[src/rtl/divider_pkg.sv]
// Shared constants, state encoding and sign helpers for the sequential divider.
// Latency: n/a (declarations and pure functions only).
// Backpressure: n/a.
package divider_pkg;

    localparam int DIV_WIDTH = 32;

    typedef logic [1:0] div_state_t;

    localparam div_state_t IDLE = 2'd0;
    localparam div_state_t RUN  = 2'd1;
    localparam div_state_t FIX  = 2'd2;
    localparam div_state_t DONE = 2'd3;

    localparam logic [DIV_WIDTH-1:0] DIV_ZERO_Q = 32'hFFFF_FFFF;
    localparam logic [DIV_WIDTH-1:0] INT_MIN    = 32'h8000_0000;

    // Two's complement negate: invert and add one, wrapping on 32 bits.
    function automatic logic [DIV_WIDTH-1:0] neg32(input logic [DIV_WIDTH-1:0] x);
        return ~x + DIV_WIDTH'(1);
    endfunction

    // Unsigned magnitude; INT_MIN maps to 2^31 which still fits unsigned.
    function automatic logic [DIV_WIDTH-1:0] abs32(input logic [DIV_WIDTH-1:0] x);
        return x[DIV_WIDTH-1] ? neg32(x) : x;
    endfunction

endpackage

[src/rtl/divider_step.sv]
// One restoring shift-subtract step: shifts a dividend bit into the partial remainder.
// Latency: purely combinational.
// Backpressure: none; evaluated every cycle, consumed only while the divider runs.
module div_step
    import divider_pkg::*;
#(
    parameter int W = DIV_WIDTH
) (
    input  logic [W-1:0] rem_i,
    input  logic         msb_i,
    input  logic [W-1:0] dvs_i,
    output logic [W-1:0] rem_o,
    output logic         qbit_o
);

    logic [W:0] partial;
    logic [W:0] diff;

    // 33-bit compare so a 2^31 divisor magnitude is handled without overflow;
    // a clear sign bit on diff means the divisor fits and the quotient bit is 1.
    always_comb begin
        partial = {rem_i, msb_i};
        diff    = partial - {1'b0, dvs_i};
        qbit_o  = ~diff[W];
        rem_o   = qbit_o ? diff[W-1:0] : partial[W-1:0];
    end

endmodule

[src/rtl/divider.sv]
// Sequential signed divider, one quotient bit per clock (restoring), results held until next start.
// Latency: 34 edges from accepting start to res_ok (32 RUN + FIX + accept); 1 edge for divide-by-zero.
// Backpressure: start is ignored while busy; no other flow control.
module divider
    import divider_pkg::*;
#(
    parameter int WIDTH = DIV_WIDTH
) (
    input  logic             clk,
    input  logic             reset,
    input  logic             start,
    input  logic [WIDTH-1:0] opA,
    input  logic [WIDTH-1:0] opB,
    output logic [WIDTH-1:0] quotient,
    output logic [WIDTH-1:0] remainder,
    output logic             res_ok,
    output logic             busy,
    output logic             div_by_zero,
    output logic             overflow
);

    localparam int CNT_W = $clog2(WIDTH);

    div_state_t       state_q,    state_d;
    logic [CNT_W-1:0] cnt_q,      cnt_d;
    // Dividend magnitude shifts out MSB-first while quotient bits shift in at the LSB.
    logic [WIDTH-1:0] dvd_q,      dvd_d;
    logic [WIDTH-1:0] dvs_q,      dvs_d;
    logic [WIDTH-1:0] rem_q,      rem_d;
    logic             qsign_q,    qsign_d;
    logic             rsign_q,    rsign_d;
    logic             ovf_pend_q, ovf_pend_d;
    logic [WIDTH-1:0] quot_q,     quot_d;
    logic [WIDTH-1:0] remo_q,     remo_d;
    logic             res_ok_q,   res_ok_d;
    logic             dbz_q,      dbz_d;
    logic             ovf_q,      ovf_d;

    logic [WIDTH-1:0] step_rem;
    logic             step_qbit;

    div_step #(
        .W (WIDTH)
    ) u_step (
        .rem_i  (rem_q),
        .msb_i  (dvd_q[WIDTH-1]),
        .dvs_i  (dvs_q),
        .rem_o  (step_rem),
        .qbit_o (step_qbit)
    );

    // Next-state logic: accept start in IDLE/DONE, iterate in RUN, sign-correct in FIX.
    always_comb begin
        state_d    = state_q;
        cnt_d      = cnt_q;
        dvd_d      = dvd_q;
        dvs_d      = dvs_q;
        rem_d      = rem_q;
        qsign_d    = qsign_q;
        rsign_d    = rsign_q;
        ovf_pend_d = ovf_pend_q;
        quot_d     = quot_q;
        remo_d     = remo_q;
        res_ok_d   = res_ok_q;
        dbz_d      = dbz_q;
        ovf_d      = ovf_q;

        case (state_q)
            IDLE, DONE: begin
                if (start) begin
                    ovf_d = 1'b0;
                    if (opB == '0) begin
                        // Divide by zero short-circuits straight to a valid result.
                        state_d  = DONE;
                        quot_d   = DIV_ZERO_Q;
                        remo_d   = opA;
                        dbz_d    = 1'b1;
                        res_ok_d = 1'b1;
                    end else begin
                        state_d    = RUN;
                        cnt_d      = CNT_W'(WIDTH - 1);
                        dvd_d      = abs32(opA);
                        dvs_d      = abs32(opB);
                        rem_d      = '0;
                        qsign_d    = opA[WIDTH-1] ^ opB[WIDTH-1];
                        rsign_d    = opA[WIDTH-1];
                        ovf_pend_d = (opA == INT_MIN) && (opB == '1);
                        res_ok_d   = 1'b0;
                        dbz_d      = 1'b0;
                    end
                end
            end
            RUN: begin
                rem_d = step_rem;
                dvd_d = {dvd_q[WIDTH-2:0], step_qbit};
                cnt_d = cnt_q - CNT_W'(1);
                if (cnt_q == '0) begin
                    state_d = FIX;
                end
            end
            FIX: begin
                if (ovf_pend_q) begin
                    quot_d = INT_MIN;
                    remo_d = '0;
                end else begin
                    quot_d = qsign_q ? neg32(dvd_q) : dvd_q;
                    remo_d = rsign_q ? neg32(rem_q) : rem_q;
                end
                ovf_d    = ovf_pend_q;
                res_ok_d = 1'b1;
                state_d  = DONE;
            end
            default: begin
                state_d = IDLE;
            end
        endcase
    end

    // State and datapath registers; reset aborts any operation in flight.
    always_ff @(posedge clk or negedge reset) begin
        if (!reset) begin
            state_q    <= IDLE;
            cnt_q      <= '0;
            dvd_q      <= '0;
            dvs_q      <= '0;
            rem_q      <= '0;
            qsign_q    <= 1'b0;
            rsign_q    <= 1'b0;
            ovf_pend_q <= 1'b0;
            quot_q     <= '0;
            remo_q     <= '0;
            res_ok_q   <= 1'b0;
            dbz_q      <= 1'b0;
            ovf_q      <= 1'b0;
        end else begin
            state_q    <= state_d;
            cnt_q      <= cnt_d;
            dvd_q      <= dvd_d;
            dvs_q      <= dvs_d;
            rem_q      <= rem_d;
            qsign_q    <= qsign_d;
            rsign_q    <= rsign_d;
            ovf_pend_q <= ovf_pend_d;
            quot_q     <= quot_d;
            remo_q     <= remo_d;
            res_ok_q   <= res_ok_d;
            dbz_q      <= dbz_d;
            ovf_q      <= ovf_d;
        end
    end

    assign quotient    = quot_q;
    assign remainder   = remo_q;
    assign res_ok      = res_ok_q;
    assign busy        = (state_q == RUN) || (state_q == FIX);
    assign div_by_zero = dbz_q;
    assign overflow    = ovf_q;

endmodule

[config.mk]
export PLATFORM = sky130hd
export DESIGN_NAME = divider
export DESIGN_NICKNAME = d
export VERILOG_FILES = /design/src/rtl/divider_pkg.sv /design/src/rtl/divider_step.sv /design/src/rtl/divider.sv
export SDC_FILE = /design/constraint.sdc
export NUM_CORES = 1
export LEC_CHECK = 0
export CAP_MARGIN = 20
export CORE_ASPECT_RATIO = 0.9
export CORE_MARGIN = 4
export CORE_UTILIZATION = 53
export DETAILED_ROUTE_END_ITERATION = 6
export HOLD_SLACK_MARGIN = 0.02
export MAX_ROUTING_LAYER = met4
export PLACE_DENSITY = 0.76
export SETUP_SLACK_MARGIN = 0.05
export SYNTH_ARGS = -nofsm -noshare
export SYNTH_HDL_FRONTEND = slang
export SYNTH_SLANG_ARGS = --single-unit
[constraint.sdc]
create_clock -name clk -period 8.7 [get_ports clk]
set_clock_uncertainty 0.15 [all_clocks]
set_input_delay 2.61 -clock clk [delete_from_list [all_inputs] [get_ports clk]]
set_output_delay 2.61 -clock clk [all_outputs]
set_load 0.1 [all_outputs]
==> run summary <==
Critical Path AT = 6.38 ns
Initial Util = 54.8%
mux cell area share after synthesis = 2.51%
WL final = 31200 µm
Most used DFF post-synth = dfrtp_1
total net switching power = 2.86 mW
P&R area growth vs syn = 16.5%
RSZ-0062 raised after global routing = no
critical setup path kind = primary input to flop
final core utilization = 63.8%
via/cell ratio = 5.92
Fin. Hold Viols = 0
H-tree levels = 4
Pre-Repair DR Iteration Count = 6
RePlAce Congestion = 0.884
routed len/inst = 17.2 µm
Switching Share = 53.6%
Slew Viols, Final = 0
synth top area cells = dfrtp_1 (36%), nand2_1 (5.8%), xor2_1 (5.8%), o21ai_0 (5.6%), xnor2_1 (5.1%)
Site Rows = 51
Synth Warn # = 0
largest area contributor in the netlist = dfrtp_1
Tmin final = 6.17 ns
ant diodes = 0
slowest CP cell = a21oi_4
Synth Instances = 1428
nets = 1616
CTS tree = built
largest net degree at the start of global routing = 106
GR Overflow Total = 0
IO Pins = 135
die width = 167 µm
maximum vdd drop = 0.000305 V
Initial DRC Count = 731
Synth cell types = 76
Max Clk Rate = 162 MHz
vias in the first global route = 10027
Post-CTS Setup Bufs = 0
sequential share of power = 26.0%
Yosys reg bits = 173
Clk pwr share = 13.9%
die footprint = 25200 µm²
met3 Use GR = 3.13%
GRT Total Usage = 25.3%
worst path bufs/invs = 2
pwr dens = 381 nW/µm²
CP Max Fanout = 61
first-pass GRT wire length = 50600 µm
Critical Path Sink Type = flop
compound-cell area share of the yosys netlist = 23.5%
status = completed
core area = 22000 µm²
largest family of logic cells by synthesized area = compound AO/OA/AOI/OAI gates
Routed Antenna Nets = 0
Async SR Flop Fraction = 100%
Resized Gates After CTS = 0
Longest Clk Path Bufs = 2
Yosys top cell area share = 36.0%
vias = 10706
critical path's top delay family = simple AND/OR/NAND/NOR gates
post-synthesis simple-gate area fraction = 17.1%
GR Util met2 = 41.7%
gr busiest metal = met2
CP cell instances = clkdlybuf4s50_1 -> nor4_1 -> and3_1 -> nand4_1 -> or2_1 -> nor2b_2 -> a21oi_4 -> buf_12 -> a21oi_1 -> o21ai_0 -> a21boi_2
clk sinks = 173
initial antenna violation count = 0
TNS Setup = 0 ns
sequential share of the synthesized area = 36.0%
post-synthesis adder-cell area fraction = 4.54%
Remaining DRCs = 0
Pint = 2.47 mW
Post-synth EDFFs = 0
CTS root buffer = clkbuf_16
Reg clk slew, reported paths = 0.07 ns
hold buffer count at cts = 0
Tcrit/Tclk final = 71.0%
Post-Syn Area per Cell = 8.42 µm²
Finish-stage setup viols = 0
Synth Area in XOR/XNOR = 10.9%
I/O Buffers = 134
Worst Hold Class = flop to flop
Leak = 5.94 nW
Worst-Skew Late Latency = 0.43 ns
crit start category = primary input
WP data required = 8.91 ns
synthesized area = 12000 µm²
met1 Usage GRT = 33.1%
dpl hpwl = 23500 µm
max incr delay on CP = 0.74 ns
Relative slew margins = 32.6%
Die Y = 151 µm
TritonCTS Buffers = 17
maxcap violations = 0
Synth Net Count = 1538
share of layout cells above drive strength 1 = 5.14%
Combinational Power Share = 60.1%
WHS = 0.330 ns
Least-Margin Pin Slew = 1.01 ns
==> cell usage after synthesis (all sizes together) (13+ instances only) <==
| cell type | n |
|---|---|
| nand3 | 27 |
| mux2i | 29 |
| nor4 | 20 |
| nor3 | 22 |
| dfrtp | 173 |
| a21oi | 103 |
| buf | 25 |
| inv | 58 |
| o211ai | 24 |
| a22oi | 18 |
| nand2b | 15 |
| nor2 | 95 |
| clkbuf | 66 |
| o41ai | 23 |
| o31ai | 37 |
| xor2 | 80 |
| xnor2 | 70 |
| or4 | 13 |
| o21a | 26 |
| nand4 | 21 |
| ha | 42 |
| nand2 | 187 |
| o21ai | 156 |
==> cells by family after synthesis <==
group / Yosys count
AOI/OAI and AO/OA: 448
and+or+nand+nor: 435
DFF: 173
xor gates and xnor gates: 150
buffers and inverters: 149
adders and majority gates: 43
muxes: 30
==> stage by stage <==
stage / cell area [µm²] / power [mW] / setup slack, ns / instances
after floorplan: 12000 / 3.86 / 3.74 / 1428
after global placement: 13400 / 4.54 / 2.24 / 1778
after detailed placement: 13400 / 4.59 / 2.13 / 1778
after CTS: 14000 / 5.35 / 2.59 / 1809
after global routing: 14000 / 5.68 / 2.24 / 1809
final: 14000 / 5.33 / 2.53 / 1809
==> final timing paths <==
path	from	end	slack, ns	cells past startpoint
max	opB[6]	dvd_q[0]$_DFFE_PN0P_	2.53	11
min	dvs_q[6]$_DFFE_PN0P_	dvs_q[6]$_DFFE_PN0P_	0.33	2
max reg2reg	dvd_q[31]$_DFFE_PN0P_	rem_q[4]$_DFFE_PN0P_	4.61	13
min reg2reg	dvs_q[6]$_DFFE_PN0P_	dvs_q[6]$_DFFE_PN0P_	0.33	2
max in group asynchronous	reset	res_ok$_DFFE_PN0P_	4.79	2
min in group asynchronous	reset	quotient[29]$_DFFE_PN0P_	2.13	1
==> per-layer routing <==
layer | part of all wire, % | vias up
li1 | - | 5255
met1 | 45 | 5071
met2 | 47 | 333
met3 | 4.9 | 47
met4 | 2.4 | 0
met5 | 0 | -
==> worst register-to-register path: stages, from the launching register on <==
cell and delay (ns):
dfrtp_1 0.51, inv_1 0.09, ha_1 0.22, fa_1 0.41, nand2b_1 0.18, a21oi_1 0.26
o41a_1 0.31, nand4_1 0.18, a31oi_1 0.47, o211ai_1 0.14, nand3b_1 0.12, buf_4 0.47
mux2i_1 0.30, o21ai_0 0.10
==> state kept, by name, summed over array words and instances, names as in the netlist <==
signal       flops
dvd_q           32
dvs_q           32
quotient        32
rem_q           32
remainder       32
cnt_q            5
state_q          2
div_by_zero      1
overflow         1
ovf_pend_q       1
qsign_q          1
res_ok           1
rsign_q          1
==> cell usage in the layout, fill, tap and decap left out, drive strengths merged, types with 5 or more instances in the layout <==
cell type,instances
ha,42
nor4,20
or4,13
o21ai,156
nand2,187
nor2,95
o21a,26
o41ai,23
a21o,12
mux2i,29
nand2b,15
xor2,80
buf,17
o22a,10
xnor2,70
or3,8
a22oi,18
nand4,21
a21oi,103
and3,5
nand3,27
nor3,22
clkdlybuf4s50,133
inv,65
clkbuf,18
dfrtp,173
nor2b,7
o31ai,37
a31oi,6
o211ai,24
or2,5
==> final cells by class <==
| class | instances | area (µm²) |
|---|---|---|
| clock buffers | 18 | 429 |
| clock inverters | 13 | 133 |
| fillers | 1907 | 7950 |
| inverters | 58 | 218 |
| multi-input cells | 1106 | 7050 |
| flip-flops and latches | 173 | 4330 |
| well taps | 291 | 364 |
| repair buffers | 150 | 1480 |
==> power by group through the flow <==
stage	clock [mW]	sequential [mW]	combinational [mW]
after global routing	0.788	1.43	3.46
after CTS	0.755	1.38	3.21
final	0.741	1.38	3.20
after global placement	0	1.38	3.15
after floorplan	0	2.25	1.61
after detailed placement	0	1.40	3.19
No activity file was read; power rests on OpenSTA's default activity.
